File: src/rtl/smart_sensor_frontend.sv
// Sensor front end: 2-FF synchronizers, per-contact debouncers and a serial temperature receiver.
// Define SENSOR_PARITY_EN to add an even-parity bit between the data bits and the stop bit.
module smart_sensor_frontend #(
   parameter int         DEBOUNCE_CYCLES = 16,
   parameter int         BIT_CYCLES      = 8,
   parameter logic [6:0] ST_INIT         = 7'd60
) (
   input  logic       clk,
   input  logic       Rst,
   input  logic       raw_fd,
   input  logic       raw_rd,
   input  logic       raw_w,
   input  logic       raw_fa,
   input  logic       temp_sdi,
   output logic       SFD,
   output logic       SRD,
   output logic       SW,
   output logic       SFA,
   output logic [6:0] ST,
   output logic       st_update,
   output logic       temp_err,
   output logic [2:0] rx_state_dbg
);

   localparam int DW = $clog2(DEBOUNCE_CYCLES);
   localparam int BW = $clog2(BIT_CYCLES);
   localparam logic [DW-1:0] DEB_LAST  = DW'(DEBOUNCE_CYCLES - 1);
   localparam logic [BW-1:0] BIT_LAST  = BW'(BIT_CYCLES - 1);
   localparam logic [BW-1:0] HALF_LAST = BW'(BIT_CYCLES / 2 - 1);

   typedef enum logic [2:0] {
      S_IDLE  = 3'd0,
      S_START = 3'd1,
      S_DATA  = 3'd2,
      S_PAR   = 3'd3,
      S_STOP  = 3'd4
   } rx_state_e;

   logic [3:0]    raw_s1_q, raw_s2_q;
   logic          rx_s1_q, rx_s2_q;
   logic [3:0]    deb_q, deb_d;
   logic [DW-1:0] dcnt_q [4];
   logic [DW-1:0] dcnt_d [4];

   rx_state_e     state_q, state_d;
   logic [BW-1:0] tick_q, tick_d;
   logic [2:0]    nbit_q, nbit_d;
   logic [6:0]    shift_q, shift_d;
   logic [6:0]    st_q, st_d;
   logic          upd_q, upd_d;
   logic          err_q, err_d;
   logic          armed_q, armed_d;
   logic          stop_ok;
   logic          rx;
`ifdef SENSOR_PARITY_EN
   logic          par_err_q, par_err_d;
`endif

   assign rx = rx_s2_q;

   // The serial line idles high, so its synchronizer resets to 1 to avoid a phantom start bit.
   always_ff @(posedge clk or posedge Rst) begin
      if (Rst) begin
         raw_s1_q <= '0;
         raw_s2_q <= '0;
         rx_s1_q  <= 1'b1;
         rx_s2_q  <= 1'b1;
      end else begin
         raw_s1_q <= {raw_fa, raw_w, raw_rd, raw_fd};
         raw_s2_q <= raw_s1_q;
         rx_s1_q  <= temp_sdi;
         rx_s2_q  <= rx_s1_q;
      end
   end

   always_comb begin
      deb_d = deb_q;
      for (int i = 0; i < 4; i++) begin
         dcnt_d[i] = '0;
         if (raw_s2_q[i] != deb_q[i]) begin
            if (dcnt_q[i] == DEB_LAST) begin
               deb_d[i] = raw_s2_q[i];
            end else begin
               dcnt_d[i] = dcnt_q[i] + 1'b1;
            end
         end
      end
   end

   always_ff @(posedge clk or posedge Rst) begin
      if (Rst) begin
         deb_q <= '0;
         for (int i = 0; i < 4; i++) dcnt_q[i] <= '0;
      end else begin
         deb_q <= deb_d;
         for (int i = 0; i < 4; i++) dcnt_q[i] <= dcnt_d[i];
      end
   end

   // armed_q drops after a low stop bit so a held-low line (break) cannot retrigger a frame.
   always_comb begin
      state_d = state_q;
      tick_d  = tick_q;
      nbit_d  = nbit_q;
      shift_d = shift_q;
      st_d    = st_q;
      upd_d   = 1'b0;
      err_d   = 1'b0;
      armed_d = armed_q;
`ifdef SENSOR_PARITY_EN
      par_err_d = par_err_q;
      stop_ok   = rx && !par_err_q;
`else
      stop_ok   = rx;
`endif
      case (state_q)
         S_IDLE: begin
            tick_d  = '0;
            nbit_d  = '0;
            armed_d = armed_q | rx;
`ifdef SENSOR_PARITY_EN
            par_err_d = 1'b0;
`endif
            if (armed_q && !rx) state_d = S_START;
         end
         S_START: begin
            if (tick_q == HALF_LAST) begin
               tick_d  = '0;
               state_d = rx ? S_IDLE : S_DATA;
            end else begin
               tick_d = tick_q + 1'b1;
            end
         end
         S_DATA: begin
            if (tick_q == BIT_LAST) begin
               tick_d  = '0;
               shift_d = {shift_q[5:0], rx};
               nbit_d  = nbit_q + 1'b1;
               if (nbit_q == 3'd6) begin
`ifdef SENSOR_PARITY_EN
                  state_d = S_PAR;
`else
                  state_d = S_STOP;
`endif
               end
            end else begin
               tick_d = tick_q + 1'b1;
            end
         end
`ifdef SENSOR_PARITY_EN
         S_PAR: begin
            if (tick_q == BIT_LAST) begin
               tick_d    = '0;
               par_err_d = ^{shift_q, rx};
               state_d   = S_STOP;
            end else begin
               tick_d = tick_q + 1'b1;
            end
         end
`endif
         S_STOP: begin
            if (tick_q == BIT_LAST) begin
               tick_d  = '0;
               state_d = S_IDLE;
               armed_d = rx;
               if (stop_ok) begin
                  st_d  = shift_q;
                  upd_d = 1'b1;
               end else begin
                  err_d = 1'b1;
               end
            end else begin
               tick_d = tick_q + 1'b1;
            end
         end
         default: state_d = S_IDLE;
      endcase
   end

   always_ff @(posedge clk or posedge Rst) begin
      if (Rst) begin
         state_q   <= S_IDLE;
         tick_q    <= '0;
         nbit_q    <= '0;
         shift_q   <= '0;
         st_q      <= ST_INIT;
         upd_q     <= 1'b0;
         err_q     <= 1'b0;
         armed_q   <= 1'b1;
`ifdef SENSOR_PARITY_EN
         par_err_q <= 1'b0;
`endif
      end else begin
         state_q   <= state_d;
         tick_q    <= tick_d;
         nbit_q    <= nbit_d;
         shift_q   <= shift_d;
         st_q      <= st_d;
         upd_q     <= upd_d;
         err_q     <= err_d;
         armed_q   <= armed_d;
`ifdef SENSOR_PARITY_EN
         par_err_q <= par_err_d;
`endif
      end
   end

   assign SFD          = deb_q[0];
   assign SRD          = deb_q[1];
   assign SW           = deb_q[2];
   assign SFA          = deb_q[3];
   assign ST           = st_q;
   assign st_update    = upd_q;
   assign temp_err     = err_q;
   assign rx_state_dbg = state_q;

endmodule

File: config.mk
export PLATFORM = sky130hd
export DESIGN_NAME = smart_sensor_frontend
export DESIGN_NICKNAME = d
export VERILOG_FILES = /design/src/rtl/smart_sensor_frontend.sv
export SDC_FILE = /design/constraint.sdc
export NUM_CORES = 1
export LEC_CHECK = 0
export BUFFER_PORTS_ARGS = -buffer_cell sky130_fd_sc_hd__buf_4
export CAP_MARGIN = 20
export CORE_MARGIN = 2
export CORE_UTILIZATION = 41
export CTS_CLUSTER_SIZE = 40
export DETAILED_ROUTE_END_ITERATION = 7
export SLEW_MARGIN = 20
export SYNTH_ARGS = -nofsm -noshare
export SYNTH_HDL_FRONTEND = slang
export SYNTH_SLANG_ARGS = --single-unit
File: constraint.sdc
create_clock -name clk -period 2.1 [get_ports clk]
set_clock_uncertainty 0.1 [all_clocks]
set_input_delay 0.21 -clock clk [delete_from_list [all_inputs] [get_ports clk]]
set_output_delay 0.21 -clock clk [all_outputs]
set_load 0.02 [all_outputs]
==> After elaboration in Yosys (flattened, before gate mapping) <==
Index checks and enable logic that the tools add are counted.
{ "totals": {"reg_bits": 56, "inputBits": 7, "out_inout_bits": 16, "wordCells": 90} }
{ "classes": {"n_addsub": 6, "n_eq_ne": 19, "muxes": 28, "bitwise": 1, "n_reduce_logical": 16} }
{ "ops": {"columns": ["op", "count"], "rows": [
  ["$mux W4", 8],
  ["$mux W3", 8],
  ["$add A4 B1 Y4 const B", 4],
  ["$eq A4 B4 Y1 const B", 4],
  ["$reduce_and A2 Y1", 7],
  ["$pmux W3 S4", 1],
  ["$ne A2 B2 Y1 const B", 5],
  ["$eq A3 B3 Y1 const B", 3],
  ["$pmux W3 S3", 1],
  ["$mux W1", 7],
  ["$add A3 B1 Y3 const B", 2],
  ["$eq A3 B2 Y1 const B", 2],
  ["$pmux W3 S2", 1],
  ["$reduce_and A5 Y1", 1],
  ["$ne A1 B1 Y1", 4],
  ["$reduce_bool A2 Y1", 2],
  ["$eq A3 B1 Y1 const B", 1],
  ["$logic_not A3 Y1", 1],
  ["$reduce_and A3 Y1", 1],
  ["$reduce_bool A3 Y1", 1],
  ["$mux W2", 1],
  ["$pmux W1 S2", 1],
  ["$reduce_or A2 Y1", 1],
  ["$logic_and A1 B1 Y1", 1],
  ["other kinds (2)", 2]
]} }

==> Depth between registers and ports, before layout <==
{ "depth": {"word_depth": 4, "mapped_depth": 6, "depth_no_buf": 6} }

==> Least setup slack after synthesis <==
No wires, ideal clock.
{ "synth_timing": {"path_type": "register to register", "startpoint": "register tick_q[0]", "endpoint": "register st_q[0], in the netlist ST[0]", "setup_ns": 0.125, "arrival_ns": 1.383, "required_ns": 1.875, "path_slack_ns": 0.492, "path_stages_with_launch": 6, "path_buffers": 1, "synth_period_minus_slack_ns": 1.608, "cell_sequence": "dfrtp_1 > ha_1 > and2_4 > and4_4 > buf_6 > mux2_2"} }
{ "synth_between": {"elab_chain_len": 2} }
{ "synth_lines": {"columns": ["element", "line_no", "rtl"], "rows": [
  ["start: declaration", "46", "logic [BW-1:0] tick_q, tick_d;"],
  ["start signal: assignment", "195", "tick_q <= tick_d;"],
  ["$eq A3 B3 Y1", "162", "if (tick_q == BIT_LAST) begin"],
  ["$reduce_and A3 Y1 (no line)", null, null],
  ["end signal: assignment", "198", "st_q <= st_d;"],
  ["end: declaration", "49", "logic [6:0] st_q, st_d;"]
]} }
No other way between the ends.
A chain may end at the register's enable or synchronous reset.

==> Final worst setup path <==
{ "layout_timing": {"startpoint": "register state_q[0], in the netlist rx_state_dbg[0]", "endpoint": "register st_q[1], in the netlist ST[1]"} }
{ "layout_between": {"elab_chain_len": 2} }
{ "layout_lines": {"columns": ["element", "line_no", "rtl"], "rows": [
  ["start: declaration", "45", "rx_state_e state_q, state_d;"],
  ["start signal: assignment", "194", "state_q <= state_d;"],
  ["$eq A3 B3 Y1", "116", "case (state_q)"],
  ["$reduce_and A3 Y1 (no line)", null, null]
]} }
No other way between the ends.

==> results.json <==
{
  "status": "completed",
  "worstPathRequired_ps": 2190,
  "peakVddDrop_uv": 467,
  "pwr-share-seq_pct": 56.2,
  "synth_most_common_cell": "dfrtp_1",
  "drc_errors": 0,
  "antenna_found_initial": 0,
  "dr.first_iter.drc_count": 38,
  "p_switching_uw": 648,
  "power_frac_comb_pct": 18.0,
  "globalplace.congestion": 0.828,
  "cp.arrival_ps": 1840,
  "area_growth_pct": 17.0,
  "period_share_pct": 83.4,
  "maxSlewViolCount": 0,
  "cts-htree-levels": 2,
  "synth_top_cell_by_area": "dfrtp_1",
  "grt_pass1_wl_um": 6850,
  "worst_pin_slew_ps": 535,
  "grt_max_degree": 33,
  "antenna_cells": 0,
  "clock_sinks": 56,
  "cts_resized": 0,
  "drt_pass1_iterations": 4,
  "syn_area_per_cell_um2": 13.2,
  "maxSlewHeadroom_pct": 64.3,
  "vias": 1451,
  "intPower_mw": 1.64,
  "ant_nets": 0,
  "coreArea_um2": 5510,
  "via_per_inst": 5.15,
  "synth_top_cell_area_share_pct": 52.6,
  "fin_crit_ps": 1750,
  "rows": 27,
  "grt_pass1_vias": 1509,
  "path_max_fanout": 13,
  "start_kind": "register",
  "insertion_delay_ps": 300,
  "synthTopCellsByArea": "dfrtp_1, mux2_2, dfstp_2",
  "fmax_mhz": 571,
  "die_h_um": 79.4,
  "track_usage_pct": 13.9,
  "async_flop_share_pct": 100,
  "ys_types": 39,
  "setup_violations": 0,
  "drive_gt1_share_pct": 30.0,
  "endpoint_kind": "register",
  "synthTopCellsByCount": "dfrtp_1, mux2_2, a21oi_1, ha_1",
  "hpwlAfterDp_um": 2750,
  "dieArea_um2": 6310,
  "rsz0062_at_grt": "no",
  "power.share.clock_pct": 25.7,
  "synth_ff_type": "dfrtp_1",
  "clock_path_buffers": 2,
  "die_w_um": 79.4,
  "ys_ff_latch": 56,
  "synth_fp_nets": 193,
  "nNetsFinal": 225,
  "ys_seq_area_share_pct": 60.5,
  "maxCapViolCount": 0,
  "synth_edf_count": 0,
  "wl_per_cell_um": 13.5,
  "root_buffer": "clkbuf_8",
  "finalSetupTns_ps": 0,
  "ioPinCount": 23,
  "critical_path_class": "reg -> reg",
  "path_clk_slew_ps": 90,
  "wl_um": 3810,
  "grt_remaining_overflow": 0,
  "place.port_buffers": 22,
  "hp-class": "reg -> reg",
  "cellPowerDensity_nw_per_um2": 837,
  "netlist_instances": 177,
  "hold_viol_final": 0,
  "cts_tree": "done",
  "timing.hold.ws_ps": 256,
  "numCtsBuffers": 5,
  "p_leak_nw": 1.27,
  "syn-cell-area_um2": 2330,
  "start_util_pct": 42.4,
  "switching_share_pct": 28.4,
  "ys_warn_count": 0
}
-- area by class of cell --
class,instances,area [µm²]
clock buffer,7,86.3
timing repair buffer,29,245
sequential,56,1410
inverter,8,30.0
multi-input combinational,109,860
clock inverter,1,7.51
fill,490,2780
tap,72,90.1
-- power groups by stage --
stage	Sequential [mW]	Clock, mW	Combinational (mW)
6_report	1.28	0.588	0.412
2_1_floorplan	1.27	0	0.344
3_5_place_dp	1.30	0	0.404
3_3_place_gp	1.29	0	0.392
5_1_grt	1.30	0.671	0.463
4_1_cts	1.28	0.619	0.417
-- flip-flops by register name, summed over array words and instances (netlist names) --
signal	cells
raw_s1_q	4
st_update	1
rx_s1_q	1
temp_err	1
deb_q	4
raw_s2_q	4
ST	7
dcnt_q	16
shift_q	7
tick_q	3
armed_q	1
rx	1
rx_state_dbg	3
nbit_q	3
-- cell usage in the layout (no fill, tap or decap), drive strengths merged, types with 2 or more instances in the layout --
| cell | instances |
|---|---|
| nor3b | 5 |
| dlygate4sd3 | 6 |
| mux2 | 19 |
| ha | 9 |
| a21oi | 9 |
| dfrtp | 49 |
| a31oi | 3 |
| a22o | 2 |
| nand2 | 7 |
| nor2b | 5 |
| dfstp | 7 |
| xnor2 | 8 |
| buf | 23 |
| inv | 8 |
| nor2 | 9 |
| o21ai | 3 |
| nand4b | 3 |
| nand4 | 2 |
| clkbuf | 7 |
| mux2i | 3 |
| nand3 | 6 |
-- routing by layer --
metal / wire length (µm) / track usage, %
met5: 0 / 0
met3: 167 / 3.85
met1: 1610 / 16.3
met4: 56 / 4.66
met2: 1970 / 24.5
-- through the flow --
stage / std cells / utilization [%] / instance area [µm²] / power [mW] / worst slack (ps)
6_report: 282 / 49.6 / 2730 / 2.28 / 350
5_1_grt: 282 / 49.6 / 2730 / 2.44 / 259
4_1_cts: 282 / 49.6 / 2730 / 2.32 / 360
3_5_place_dp: 268 / 46.8 / 2570 / 1.71 / 364
3_3_place_gp: 268 / 46.8 / 2570 / 1.68 / 447
2_1_floorplan: 177 / - / 2330 / 1.61 / 430
-- worst max-delay path, stage by stage, from the launching register on --
cell and delay (ps):
dfrtp_1 540, nor2_1 290, and4_4 350, mux2_2 360
-- final timing paths --
kind	start	endpoint	slack (ps)	cells after the start
setup reg to reg	rx_state_dbg[0]	ST[1]	350	3
setup / recovery	rx_state_dbg[0]	ST[1]	350	3
max in group asynchronous	Rst	rx_s1_q	880	4
min in group asynchronous	Rst	dcnt_q[5]	400	3
hold / removal	raw_s1_q[1]	raw_s2_q[1]	260	0
hold reg to reg	raw_s1_q[1]	raw_s2_q[1]	260	0
-- logic make-up after synthesis --
kind of cell | count (synthesis) | synth area share (%)
AOI/OAI and AO/OA | 24 | 6.55
xor gates and xnor gates | 9 | 3.38
buffers and inverters | 12 | 2.68
and+or+nand+nor | 44 | 11.2
DFF | 56 | 60.5
adders and majority gates | 10 | 5.31
muxes | 22 | 10.5
-- timing repair --
item                       CTS  global route
setup endpoints to repair    0             0
setup buffers                0             0
hold buffers                 6             0
hold endpoints to repair    26             0
Note: power is estimated with default switching activity, not from simulation.
